<file path="src/rtl/seven_segment_scanner_pkg.sv">
// Shared constants and the hex-to-segment decode table for the seven-segment scanner.
package seven_segment_pkg;

  localparam logic [6:0] SEG_BLANK = 7'h00;

  // Bit positions inside seg, {a,b,c,d,e,f,g} with a in the MSB.
  localparam int SEG_A = 6;
  localparam int SEG_B = 5;
  localparam int SEG_C = 4;
  localparam int SEG_D = 3;
  localparam int SEG_E = 2;
  localparam int SEG_F = 1;
  localparam int SEG_G = 0;

  function automatic logic [6:0] seg_decode(input logic [3:0] hex);
    logic [6:0] s;
    case (hex)
      4'h0: s = 7'h7E;
      4'h1: s = 7'h30;
      4'h2: s = 7'h6D;
      4'h3: s = 7'h79;
      4'h4: s = 7'h33;
      4'h5: s = 7'h5B;
      4'h6: s = 7'h5F;
      4'h7: s = 7'h70;
      4'h8: s = 7'h7F;
      4'h9: s = 7'h7B;
      4'hA: s = 7'h77;
      4'hB: s = 7'h1F;
      4'hC: s = 7'h4E;
      4'hD: s = 7'h3D;
      4'hE: s = 7'h4F;
      default: s = 7'h47;
    endcase
    return s;
  endfunction

endpackage

</file>
<file path="src/rtl/seven_segment_scanner_timer.sv">
// Slot and frame timebase: per-slot counter, digit index, frame counter and blink phase.
module scan_timer #(
  parameter int NUM_DIGITS   = 4,
  parameter int SCAN_DIV     = 50000,
  parameter int DEAD_CYCLES  = 2,
  parameter int BLINK_FRAMES = 64,
  localparam int CW = (SCAN_DIV > 1) ? $clog2(SCAN_DIV) : 1,
  localparam int IW = (NUM_DIGITS > 1) ? $clog2(NUM_DIGITS) : 1,
  localparam int FW = (BLINK_FRAMES > 1) ? $clog2(BLINK_FRAMES) : 1
) (
  input  logic          clk,
  input  logic          rst_n,
  output logic [IW-1:0] idx,
  output logic          wrap,
  output logic          dead,
  output logic          blink_ph
);

  logic [CW-1:0] cnt;
  logic [FW-1:0] frame_cnt;
  logic          tick;

  assign tick = (cnt == CW'(SCAN_DIV - 1));
  assign wrap = tick && (idx == IW'(NUM_DIGITS - 1));
  assign dead = (cnt < CW'(DEAD_CYCLES));

  // NOTE: sequential state uses non-blocking assignments so every register
  // samples the pre-edge values and simulation matches the synthesized flops.
  always_ff @(posedge clk or negedge rst_n) begin
    if (!rst_n) begin
      cnt       <= '0;
      idx       <= '0;
      frame_cnt <= '0;
      blink_ph  <= 1'b0;
    end else if (tick) begin
      cnt <= '0;
      if (wrap) begin
        idx <= '0;
        if (frame_cnt == FW'(BLINK_FRAMES - 1)) begin
          frame_cnt <= '0;
          blink_ph  <= ~blink_ph;
        end else begin
          frame_cnt <= frame_cnt + 1'b1;
        end
      end else begin
        idx <= idx + 1'b1;
      end
    end else begin
      cnt <= cnt + 1'b1;
    end
  end

endmodule

</file>
<file path="src/rtl/seven_segment_scanner.sv">
// Multiplexed N-digit seven-segment driver with double-buffered load, dead time,
// leading-zero suppression and blinking; all pins are registered.
module seven_segment_scanner
  import seven_segment_pkg::*;
#(
  parameter int NUM_DIGITS   = 4,
  parameter int SCAN_DIV     = 50000,
  parameter int DEAD_CYCLES  = 2,
  parameter int BLINK_FRAMES = 64
) (
  input  logic                    clk,
  input  logic                    rst_n,
  input  logic [4*NUM_DIGITS-1:0] digits,
  input  logic [NUM_DIGITS-1:0]   dp,
  input  logic [NUM_DIGITS-1:0]   digit_en,
  input  logic [NUM_DIGITS-1:0]   blink_mask,
  input  logic                    lz_suppress,
  input  logic                    load,
  output logic [6:0]              seg,
  output logic                    seg_dp,
  output logic [NUM_DIGITS-1:0]   an,
  output logic                    frame_start
);

  localparam int IW = (NUM_DIGITS > 1) ? $clog2(NUM_DIGITS) : 1;

  typedef struct packed {
    logic [4*NUM_DIGITS-1:0] digits;
    logic [NUM_DIGITS-1:0]   dp;
    logic [NUM_DIGITS-1:0]   en;
    logic [NUM_DIGITS-1:0]   blink;
    logic                    lz;
  } disp_buf_t;

  disp_buf_t       in_buf, pend, shadow;
  logic            pend_valid;
  logic [IW-1:0]   idx;
  logic            wrap, dead, blink_ph;

  assign in_buf = '{digits: digits, dp: dp, en: digit_en, blink: blink_mask, lz: lz_suppress};

  scan_timer #(
    .NUM_DIGITS  (NUM_DIGITS),
    .SCAN_DIV    (SCAN_DIV),
    .DEAD_CYCLES (DEAD_CYCLES),
    .BLINK_FRAMES(BLINK_FRAMES)
  ) u_timer (
    .clk     (clk),
    .rst_n   (rst_n),
    .idx     (idx),
    .wrap    (wrap),
    .dead    (dead),
    .blink_ph(blink_ph)
  );

  // Shadow only changes on the frame wrap so a frame is never torn. A load on the
  // wrap tick bypasses pending and lands in shadow on the same edge.
  // NOTE: both buffers are reset, not left uninitialised: the display must come up
  // blank (digit_en all zero) and pending data must be discarded by reset.
  always_ff @(posedge clk or negedge rst_n) begin
    if (!rst_n) begin
      pend       <= '0;
      shadow     <= '0;
      pend_valid <= 1'b0;
    end else if (wrap) begin
      if (load)            shadow <= in_buf;
      else if (pend_valid) shadow <= pend;
      pend_valid <= 1'b0;
    end else if (load) begin
      pend       <= in_buf;
      pend_valid <= 1'b1;
    end
  end

  logic [3:0]            cur_hex;
  logic                  upper_zero, lz_blank, hard_blank, lit;
  logic [NUM_DIGITS-1:0] an_d;
  logic [6:0]            seg_d;
  logic                  dp_d;

  // NOTE: every signal gets a value on every path of this block, so no latches.
  always_comb begin
    cur_hex    = shadow.digits[4*int'(idx) +: 4];
    upper_zero = 1'b1;
    for (int i = 0; i < NUM_DIGITS; i++) begin
      if (i >= int'(idx) && shadow.digits[4*i +: 4] != 4'h0) upper_zero = 1'b0;
    end
    lz_blank   = shadow.lz && (idx != '0) && upper_zero;
    hard_blank = !shadow.en[idx] || (shadow.blink[idx] && blink_ph);
    // A zero-suppressed digit still drives its anode when it owns a decimal point.
    lit        = !dead && !hard_blank && (!lz_blank || shadow.dp[idx]);
    an_d       = lit ? (NUM_DIGITS'(1) << idx) : '0;
    seg_d      = (lit && !lz_blank) ? seg_decode(cur_hex) : SEG_BLANK;
    dp_d       = lit && shadow.dp[idx];
  end

  always_ff @(posedge clk or negedge rst_n) begin
    if (!rst_n) begin
      an          <= '0;
      seg         <= SEG_BLANK;
      seg_dp      <= 1'b0;
      frame_start <= 1'b0;
    end else begin
      an          <= an_d;
      seg         <= seg_d;
      seg_dp      <= dp_d;
      frame_start <= wrap;
    end
  end

endmodule

</file>
<file path="config.mk">
export PLATFORM = sky130hd
export DESIGN_NAME = seven_segment_scanner
export DESIGN_NICKNAME = d
export VERILOG_FILES = /design/src/rtl/seven_segment_scanner_pkg.sv /design/src/rtl/seven_segment_scanner_timer.sv /design/src/rtl/seven_segment_scanner.sv
export SDC_FILE = /design/constraint.sdc
export NUM_CORES = 1
export LEC_CHECK = 0
export ABC_AREA = 1
export BUFFER_PORTS_ARGS = -buffer_cell sky130_fd_sc_hd__clkbuf_2
export CAP_MARGIN = 30
export CORE_MARGIN = 4
export CORE_UTILIZATION = 64
export CTS_CLUSTER_DIAMETER = 60
export DETAILED_ROUTE_END_ITERATION = 10
export GPL_TIMING_DRIVEN = 0
export HOLD_SLACK_MARGIN = 0.06
export PLACE_DENSITY = 0.84
export SLEW_MARGIN = 20
export SYNTH_ARGS = -nofsm -noshare
export SYNTH_HDL_FRONTEND = slang
export SYNTH_HIERARCHICAL = 1
export SYNTH_SLANG_ARGS = --single-unit
</file>
<file path="constraint.sdc">
create_clock -name clk -period 4.4 [get_ports clk]
set_input_delay 0.44 -clock clk [delete_from_list [all_inputs] [get_ports clk]]
set_output_delay 0.44 -clock clk [all_outputs]
set_load 0.05 [all_outputs]
</file>
==> results.sh, run 1 <==
export IMPL_path_class="reg2reg"
export IMPL_dp_cells=757
export IMPL_p_leak_nw=2.866
export IMPL_place_congestion=0.8852
export IMPL_clock_sinks=97
export IMPL_ctsResizeCount=0
export IMPL_worst_slew_margin_rel=0.5130
export IMPL_hp_class="in2async"
export IMPL_final_cell_mix="nand2_1 (180), dfrtp_1 (97), inv_1 (70)"
export IMPL_hpwl_mm=7.419
export IMPL_path_buf_inv=4
export IMPL_ys_ff_latch=97
export IMPL_finalClockSkew_ns=0.01250
export IMPL_grt_util_all_layers=0.2449
export IMPL_root_buffer="clkbuf_8"
export IMPL_grt_setup_unrepaired="false"
export IMPL_die_w_um=95.61
export IMPL_drtIter0Drc=232
export IMPL_grt_max_degree=98
export IMPL_die_area_um2=9141
export IMPL_fmax_mhz=433.4
export IMPL_rr_startpoint="u_timer/cnt[1]"
export IMPL_cts_clk_slew_worst_paths_ns=0.09
export IMPL_worst_setup_path_end_kind="flop"
export IMPL_ys_warn_count=6
export IMPL_cts_inserted_buffers=9
export IMPL_arrival_ns=2.55
export IMPL_cts_tree="yes"
export IMPL_boundaryPins=45
export IMPL_path_max_fanout=10
export IMPL_status="completed"
export IMPL_cts_buffer_depth=2
export IMPL_postCtsSetupBuffers=0
export IMPL_grt_pass1_vias=3940
export IMPL_cp_depth=10
export IMPL_dr_pass1_iters=6
export IMPL_whs_ns=0.1290
export IMPL_numPortBuffers=44
export IMPL_core_um2=7370
export IMPL_cts_hold_buf=0
export IMPL_htreeDepth=3
export IMPL_clk_latency_ns=0.36
export IMPL_fin_util=0.7445
export IMPL_ir_worst_vdd_mv=0.2524
export IMPL_antenna_found_initial=0
export IMPL_synth_area_top_cells="dfrtp_1 (49%), nand2_1 (14%), inv_1 (5.3%)"
export IMPL_num_vias=4086
export IMPL_layout_commonest_cell="nand2_1"
export IMPL_tns_ns=0
export IMPL_yosysUniqueCellTypes=31
export IMPL_synth_fp_nets=655
export IMPL_power_density_nw_per_um2=322.5
export IMPL_synth_ff_type="dfrtp_1"
export IMPL_dp_worst_setup_slack_ns=2.108
export IMPL_nFillCells=585
export IMPL_synth_top_area_cell="dfrtp_1"
export IMPL_tightest_slew_ns=0.7306
export IMPL_drive_gt1_frac=0.1664
export IMPL_syn_to_final_growth_pct=11.69
export IMPL_finalWirelength_mm=10.17
export IMPL_grt_overflow=0
export IMPL_min_period_over_period=0.5244
export IMPL_grt_pass1_wl_mm=17.60
export IMPL_layout_setup_ws_ns=2.093
export IMPL_synth_edf_count=0
export IMPL_syn_cell_area_um2=4912
export IMPL_synth_top_area_share=0.4941
export IMPL_cp_slowest_cell="dfrtp_1"
export IMPL_dieHeight_um=95.61
export IMPL_startpoint_type="flop"
export IMPL_crit_family="buffers and inverters"
export IMPL_crit_chain="ha_1 -> nand3_2 -> nor2_1 -> nand3_1 -> clkinv_1 -> inv_1 -> a21oi_1 -> buf_2 -> buf_2 -> a31oi_1"
export IMPL_row_count=31
export IMPL_max_cap_violations=0
export IMPL_initial_core_util=0.6666
export IMPL_seq_area_frac_synth=0.4941
export IMPL_drc=0
export IMPL_r2r_slack_ns=2.09
export IMPL_syn_avg_cell_area_um2=8.000
export IMPL_synth_cells=614
export IMPL_async_flop_share=1.000
export IMPL_cp_required_ns=4.64
export IMPL_vias_per_cell=5.293
export IMPL_drv_slew=0
export IMPL_setup_violations=0
export IMPL_fin_total_pwr_mw=1.769
export IMPL_rr_worst_depth=10
export IMPL_period_needed_ns=2.307
export IMPL_place_area_um2=5265
export IMPL_final_hold_violation_count=0
export IMPL_diodes=0
export IMPL_design_area_um2=5487
export IMPL_drtAntennaViolNets=0
export IMPL_critPathMaxStageDelay_ns=0.40
export IMPL_num_nets_final=710
export IMPL_wire_per_inst_um=13.17
export IMPL_crit_top_cell="buf_2"
export IMPL_stdcell_count=772
export IMPL_reg2reg_to="shadow[1]"
## layer usage
layer | part of all wire | global-route usage
met4 | 0.010 | 0.06517
met3 | 0.056 | 0.05051
met5 | 0 | 0
met2 | 0.48 | 0.4134
met1 | 0.45 | 0.3217
## how the worst max path moves through the flow
stage,start,end,slack [ns]
3_3_place_gp,rst_n,pend[23],1.77
4_1_cts,u_timer/cnt[1],shadow[1],2.09
6_report,u_timer/cnt[1],shadow[1],2.09
2_1_floorplan,u_timer/cnt[1],pend[12],2.52
5_1_grt,u_timer/cnt[1],shadow[5],1.86
3_5_place_dp,u_timer/cnt[1],shadow[1],2.11
## synth_stat cells, types with 5 or more instances
| cell | instances |
|---|---|
| nand2_1 | 180 |
| dfrtp_1 | 97 |
| inv_1 | 70 |
| nor2_1 | 67 |
| o21ai_0 | 37 |
| nand3_1 | 28 |
| o211ai_1 | 14 |
| a31oi_1 | 13 |
| mux2_2 | 13 |
| a21oi_1 | 12 |
| ha_1 | 9 |
| clkbuf_1 | 8 |
| nand2_2 | 7 |
| nor2_2 | 7 |
| buf_2 | 6 |
| inv_2 | 6 |
| nand4_1 | 6 |
| nand3_2 | 5 |
| xor2_1 | 5 |
## power breakdown
group | internal (mW) | switching [mW]
Sequential | 0.936 | 0.0223
Clock | 0.327 | 0.317
Combinational | 0.0571 | 0.110
## registers in the layout (all words and copies together) (netlist names)
| name | flops |
|---|---|
| pend_valid | 1 |
| u_timer/idx | 2 |
| u_timer/blink_ph | 1 |
| shadow | 29 |
| u_timer/cnt | 16 |
| frame_start | 1 |
| pend | 29 |
| u_timer/frame_cnt | 6 |
| seg_dp | 1 |
| an | 4 |
| seg | 7 |
## worst register-to-register path: stages (launching register included)
cell and delay (ns):
dfrtp_1 0.40, ha_1 0.21, nand3_2 0.15, nor2_1 0.18, nand3_1 0.13, clkinv_1 0.14, inv_1 0.08, a21oi_1 0.24
buf_2 0.28, buf_2 0.26, a31oi_1 0.12
## cell type report
cell class	instances	area (µm²)	share of cell area
sequential	97	2427	0.4424
multi-input combinational	419	2101	0.3829
inverter	80	301.5	0.05496
timing repair buffer	44	229.0	0.04173
clock buffer	9	123.9	0.02258
tap	99	123.9	0.02258
clock inverter	6	97.59	0.01779
buffer	18	82.58	0.01505
## logic make-up (layout without fill, tap and decap cells)
group	count (synthesis)	after routing	synth area share
and+or+nand+nor	309	309	0.2682
buffers and inverters	98	157	0.07819
DFF	97	97	0.4941
AOI/OAI and AO/OA	80	80	0.09246
muxes	13	13	0.02980
adders and majority gates	9	9	0.02292
xor gates and xnor gates	8	8	0.01426
Power figures use the tool's default switching activity.
==> run 2, diff against run 1 <==
CORE_UTILIZATION = 54   (was 64)
PLACE_DENSITY = 0.75   (was 0.84)
clock period = 1.9 ns   (was 4.4 ns; I/O delays follow)
==> run 2 against run 1 <==
  * Wire length is 8.2% higher
  * Power up 130%
  * Clock skew increased by 0.0053 ns
  * Sequential share of layout area shrank 2.6 points
  * Die area rose by 17%
  * Worst setup slack worse by 2.0 ns
  * Core utilization decreased by 8.1 points
  * Critical path depth up 1
  * Maximum frequency up 27%
  * Critical path type unchanged
  * Largest power group unchanged
==> results.sh, run 2 (synthesis gave the netlist of run 1 again) <==
export IMPL_cts_clk_slew_worst_paths_ns=0.10
export IMPL_rr_worst_depth=11
export IMPL_wire_per_inst_um=13.72
export IMPL_dieHeight_um=103.4
export IMPL_initial_core_util=0.5578
export IMPL_syn_to_final_growth_pct=19.00
export IMPL_drive_gt1_frac=0.2291
export IMPL_stdcell_count=802
export IMPL_reg2reg_to="shadow[4]"
export IMPL_drtIter0Drc=226
export IMPL_final_cell_mix="nand2_1 (179), dfrtp_1 (92), inv_1 (69)"
export IMPL_startpoint="u_timer/cnt[4]"
export IMPL_grt_pass1_vias=3899
export IMPL_setup_violations=0
export IMPL_grt_overflow=0
export IMPL_drv_slew=0
export IMPL_finalWirelength_mm=11.00
export IMPL_cts_tree="yes"
export IMPL_htreeDepth=3
export IMPL_final_hold_violation_count=0
export IMPL_clk_latency_ns=0.36
export IMPL_cp_required_ns=2.19
export IMPL_num_vias=4204
export IMPL_grt_pass1_wl_mm=18.03
export IMPL_drc=0
export IMPL_worst_slew_margin_rel=0.6824
export IMPL_grt_max_degree=80
export IMPL_top_usage_layer="met2"
export IMPL_num_nets_final=731
export IMPL_row_count=34
export IMPL_place_congestion=0.8698
export IMPL_rr_startpoint="u_timer/cnt[4]"
export IMPL_diodes=0
export IMPL_top_regs="pend x29, shadow x29, u_timer/cnt x16"
export IMPL_root_buffer="clkbuf_8"
export IMPL_dr_pass1_iters=7
export IMPL_status="completed"
export IMPL_grtUsageMet3=0.03152
export IMPL_path_max_fanout=6
export IMPL_tightest_slew_ns=0.4763
export IMPL_antenna_found_initial=0
export IMPL_critPathCapture="shadow[4]"
export IMPL_drtAntennaViolNets=0
export IMPL_numPortBuffers=44
export IMPL_clock_sinks=97
export IMPL_path_class="reg2reg"
export IMPL_ir_worst_vdd_mv=0.3683
export IMPL_design_area_um2=5846
export IMPL_period_needed_ns=1.821
export IMPL_tns_ns=0
export IMPL_die_area_um2=10690
export IMPL_whs_ns=0.06838
export IMPL_die_w_um=103.4
export IMPL_max_cap_violations=0
export IMPL_r2r_slack_ns=0.08
export IMPL_cts_buffer_depth=2
export IMPL_startpoint_type="flop"
export IMPL_met1_usage=0.2893
export IMPL_min_period_over_period=0.9585
export IMPL_vias_per_cell=5.242
export IMPL_layout_commonest_cell="nand2_1"
export IMPL_layout_area_seq_um2=2434
export IMPL_power_density_nw_per_um2=701.1
export IMPL_p_leak_nw=2.994
export IMPL_hp_class="in2reg"
export IMPL_met2_usage=0.3490
export IMPL_finalClockSkew_ns=0.01782
export IMPL_nFillCells=722
export IMPL_core_um2=8806
export IMPL_grt_util_all_layers=0.2144
export IMPL_fmax_mhz=549.1
export IMPL_dp_cells=767
export IMPL_place_area_um2=5304
export IMPL_cts_inserted_buffers=9
export IMPL_worst_setup_path_end_kind="flop"
export IMPL_boundaryPins=45
export IMPL_multi_input_area_um2=2203
export IMPL_hpwl_mm=7.564
export IMPL_arrival_ns=2.11
-- run 2: cell types whose count changed in the layout (fill, tap and decap cells not counted), sizes merged --
cell	change
buf	+18
clkinvlp	+3
inv	-3
dlygate4sd3	+2
clkbuf	+1
-- run 2: metal layers --
layer,wire length (µm),vias up
met1,4905,1962
met4,236,0
met2,5301,129
met3,560,25
met5,0,-
li1,-,2088
-- run 2: repair_timing --
action / 4_1_cts / 5_1_grt
gates resized for setup: 29 / 21
pin swaps: 3 / 4
cloned: 1 / 0
endpoints found under the setup margin: 62 / 67
hold endpoints to repair: 97 / 1
setup buffers: 8 / 9
hold buffers: 1 / 1
-- run 2: worst min-delay path by stage --
stage                     endpoint     startpoint  cells past startpoint  slack, ns
floorplan                    an[0]          rst_n                      0      -0.11
global placement           pend[2]  blink_mask[1]                      2       0.44
detailed placement  u_timer/cnt[4]          rst_n                      1       0.06
CTS                       pend[12]          dp[3]                      2       0.06
global route              pend[28]     digits[15]                      2       0.06
finish                    pend[28]     digits[15]                      2       0.07
-- run 2: layout make-up --
class,count,area share
inverters,80,0.05180
flip-flops and latches,97,0.4163
multi-input cells,419,0.3769
plain buffers,18,0.02247
well taps,108,0.02312
clock buffers,9,0.02119
repair buffers,65,0.07256
clock inverters,6,0.01562
-- run 2: report_power, final --
| group | internal, mW | switching, mW |
|---|---|---|
| Clock | 0.739 | 0.726 |
| Sequential | 2.17 | 0.0513 |
| Combinational | 0.154 | 0.262 |
| Total | 3.06 | 1.04 |
-- run 2: critical path, cell delays in order, from the launching register on --
cell and delay, ns:
dfrtp_1 0.46, nor2_4 0.15, nand2_1 0.11, nor2_4 0.14, nand3_2 0.09, clkinv_2 0.09
inv_2 0.06, a21oi_4 0.19, buf_6 0.17, buf_12 0.11, nor2_1 0.03, a31oi_1 0.14
-- run 2: stage by stage --
stage          power, mW  utilization  setup slack, ns
6_report           4.099       0.6638          0.07883
5_1_grt            4.288       0.6638         -0.04216
4_1_cts            4.119       0.6478        0.0005245
3_5_place_dp       2.654       0.6023          -0.4240
3_3_place_gp       2.632       0.5982          -0.5774
2_1_floorplan      2.494            -          0.01537
==> run 3, diff against run 2 <==
CORE_MARGIN = default   (was 4)
SYNTH_HIERARCHICAL = default   (was 1)
==> run 3 against run 2 <==
  * The run now ends with DRC left
  * Critical path depth grew 1
  * Design area grew 0.51%
  * Die area shrank 10%
  * Power shrank 3.4%
  * Synthesized area grew 1.1%
  * Sequential power shrank 3%
  * Maximum frequency grew 2.6%
  * Final cell count shrank 0.62%
==> results.sh, run 3 <==
export IMPL_status="complete, but fails checks"
export IMPL_violations="DRC"
export IMPL_worst_slew_margin_rel=0.5054
export IMPL_worst_setup_path_end_kind="flop"
export IMPL_clk_latency_ns=0.38
export IMPL_drive_gt1_frac=0.1698
export IMPL_startpoint_type="flop"
export IMPL_cts_inserted_buffers=9
export IMPL_internal_power_mw=3.000
export IMPL_yosysMostFrequentCell="nand2_1"
export IMPL_drtAntennaViolNets=0
export IMPL_grt_overflow=0
export IMPL_synth_ff_type="dfrtp_1"
export IMPL_num_vias=4083
export IMPL_comb_power_share=0.073
export IMPL_numPortBuffers=43
export IMPL_drv_slew=0
export IMPL_nFillCells=718
export IMPL_dieHeight_um=97.92
export IMPL_tightest_slew_ns=0.7420
export IMPL_layout_area_seq_um2=2429
export IMPL_dp_worst_setup_slack_ns=-0.1875
export IMPL_layout_commonest_cell="nand2_1"
export IMPL_min_period_over_period=0.9343
export IMPL_final_cell_mix="nand2_1 (178), dfrtp_1 (96), nand3_1 (60)"
export IMPL_period_needed_ns=1.775
export IMPL_grt_setup_unrepaired="true"
export IMPL_p_leak_nw=3.125
export IMPL_core_um2=8806
export IMPL_cp_required_ns=2.16
export IMPL_final_hold_violation_count=0
export IMPL_setup_violations=0
export IMPL_row_count=34
export IMPL_drtIter0Drc=273
export IMPL_fmax_mhz=563.3
export IMPL_wire_per_inst_um=13.35
export IMPL_ys_top_cells_by_count="nand2_1 (182), dfrtp_1 (97), nand3_1 (61)"
export IMPL_cts_buffer_depth=2
export IMPL_grt_max_degree=77
export IMPL_top_regs="pend x29, shadow x29, u_timer.cnt x16"
export IMPL_htreeDepth=3
export IMPL_async_flop_share=1.000
export IMPL_vias_per_cell=5.123
export IMPL_syn_avg_cell_area_um2=8.253
export IMPL_ir_worst_vdd_mv=0.4192
export IMPL_fin_util=0.6672
export IMPL_die_w_um=97.92
export IMPL_initial_core_util=0.5642
export IMPL_ys_ff_latch=97
export IMPL_p_seq_frac=0.543
export IMPL_max_cap_violations=0
export IMPL_cts_clk_slew_worst_paths_ns=0.10
export IMPL_whs_ns=0.06671
export IMPL_hp_class="in2reg"
export IMPL_switching_share=0.2421
export IMPL_place_congestion=0.8958
export IMPL_path_class="reg2reg"
export IMPL_diodes=0
export IMPL_num_nets_final=728
export IMPL_grt_pass1_vias=3951
export IMPL_syn_to_final_growth_pct=18.26
export IMPL_seq_area_frac_synth=0.4885
export IMPL_finalWirelength_mm=10.64
export IMPL_tns_ns=0
export IMPL_finalClockSkew_ns=0.01240
export IMPL_path_max_fanout=10
export IMPL_dr_pass1_iters=8
export IMPL_hpwl_mm=7.456
export IMPL_synth_top_area_share=0.4885
export IMPL_syn_cell_area_um2=4969
export IMPL_drc=1
export IMPL_root_buffer="clkbuf_8"
export IMPL_ys_warn_count=0
export IMPL_clock_sinks=97
export IMPL_synth_fp_nets=646
export IMPL_synth_top_area_cell="dfrtp_1"
export IMPL_synth_cells=602
export IMPL_boundaryPins=45
export IMPL_pwr_share_clk=0.384
export IMPL_synth_edf_count=0
export IMPL_synth_area_top_cells="dfrtp_1 (49%), nand2_1 (14%), nand3_1 (6.1%)"
export IMPL_multi_input_area_um2=2192
export IMPL_yosysUniqueCellTypes=30
export IMPL_layout_setup_ws_ns=0.1247
export IMPL_p_switching_mw=0.9582
export IMPL_antenna_found_initial=0
export IMPL_power_density_nw_per_um2=673.7
export IMPL_grt_util_all_layers=0.2374
export IMPL_die_area_um2=9588
export IMPL_grt_pass1_wl_mm=18.19
export IMPL_cts_tree="yes"
export IMPL_arrival_ns=2.04
==> run 3: cell types whose count changed in the layout (fill, tap and decap cells not counted), sizes merged, moves of 9 or more <==
cell / change
dlygate4sd3: +17
mux2i: +29
a31oi: -13
mux2: -13
o21ai: +9
nor2: -23
nand2: +9
inv: -20
nand3: +28
o211ai: -14
==> run 3: final timing paths <==
check,startpoint,endpoint,slack [ns],cells past startpoint
worst max-delay path,u_timer.cnt[0],pend[28],0.12,12
max in group asynchronous,rst_n,pend[4],1.06,3
min in group asynchronous,rst_n,u_timer.cnt[8],0.24,2
worst min-delay path,digits[5],pend[18],0.07,3
worst max register to register,u_timer.cnt[0],pend[28],0.12,12
worst min register to register,pend[9],pend[9],0.48,2
==> run 3: per-stage QoR <==
step | total power, mW | area [µm²] | cells
after floorplan | 2.324 | 4969 | 602
after global placement | 2.436 | 5319 | 753
after detailed placement | 2.453 | 5355 | 754
after CTS | 3.983 | 5782 | 789
after global routing | 4.091 | 5876 | 797
final | 3.958 | 5876 | 797
==> run 3: logic make-up (layout without fill, tap and decap cells) <==
group	after synthesis	count (layout)	share of synthesized area
and+or+nand+nor	319	319	0.2745
DFF	97	97	0.4885
buffers and inverters	81	168	0.07656
AOI/OAI and AO/OA	55	55	0.05590
muxes	29	29	0.05842
adders and majority gates	12	12	0.03022
xor gates and xnor gates	9	9	0.01587
==> run 3: metal layers <==
metal / track usage / vias up / wire length [µm]
met5: 0 / - / 0
met4: 0.08042 / 0 / 124
met3: 0.03579 / 8 / 402
met2: 0.3965 / 87 / 5187
met1: 0.3175 / 1919 / 4924
li1: - / 2069 / -
==> run 3: layout make-up <==
class	instances	share of cell area
sequential	97	0.4133
multi-input combinational	424	0.3731
timing repair buffer	73	0.08752
inverter	55	0.03641
buffer	24	0.02832
tap	108	0.02300
clock buffer	9	0.02108
clock inverter	7	0.01725
==> run 3: timing repair <==
action | 4_1_cts | 5_1_grt
setup buffers | 0 | 9
pin swaps | 0 | 3
resized for setup | 5 | 20
hold buffers | 19 | 0
hold endpoints to repair | 115 | 0
endpoints found under the setup margin | 11 | 63
cloned | 0 | 1
==> run 3: critical path: stages (launching register included) <==
cell and delay, ns:
dfrtp_1 0.37, ha_2 0.18, nand2_1 0.08, inv_2 0.06
nand2_1 0.07, nor2_2 0.16, nand2_4 0.09, nor2_4 0.12
buf_6 0.13, inv_6 0.06, clkbuf_4 0.19, nand3_1 0.09
nand2_1 0.07
==> run 3: power groups by stage <==
stage	clock network [mW]	logic, mW	registers (mW)
floorplan	0	0.141	2.18
global placement	0	0.250	2.19
detailed placement	0	0.265	2.19
CTS	1.54	0.296	2.15
global route	1.61	0.323	2.16
finish	1.52	0.289	2.15
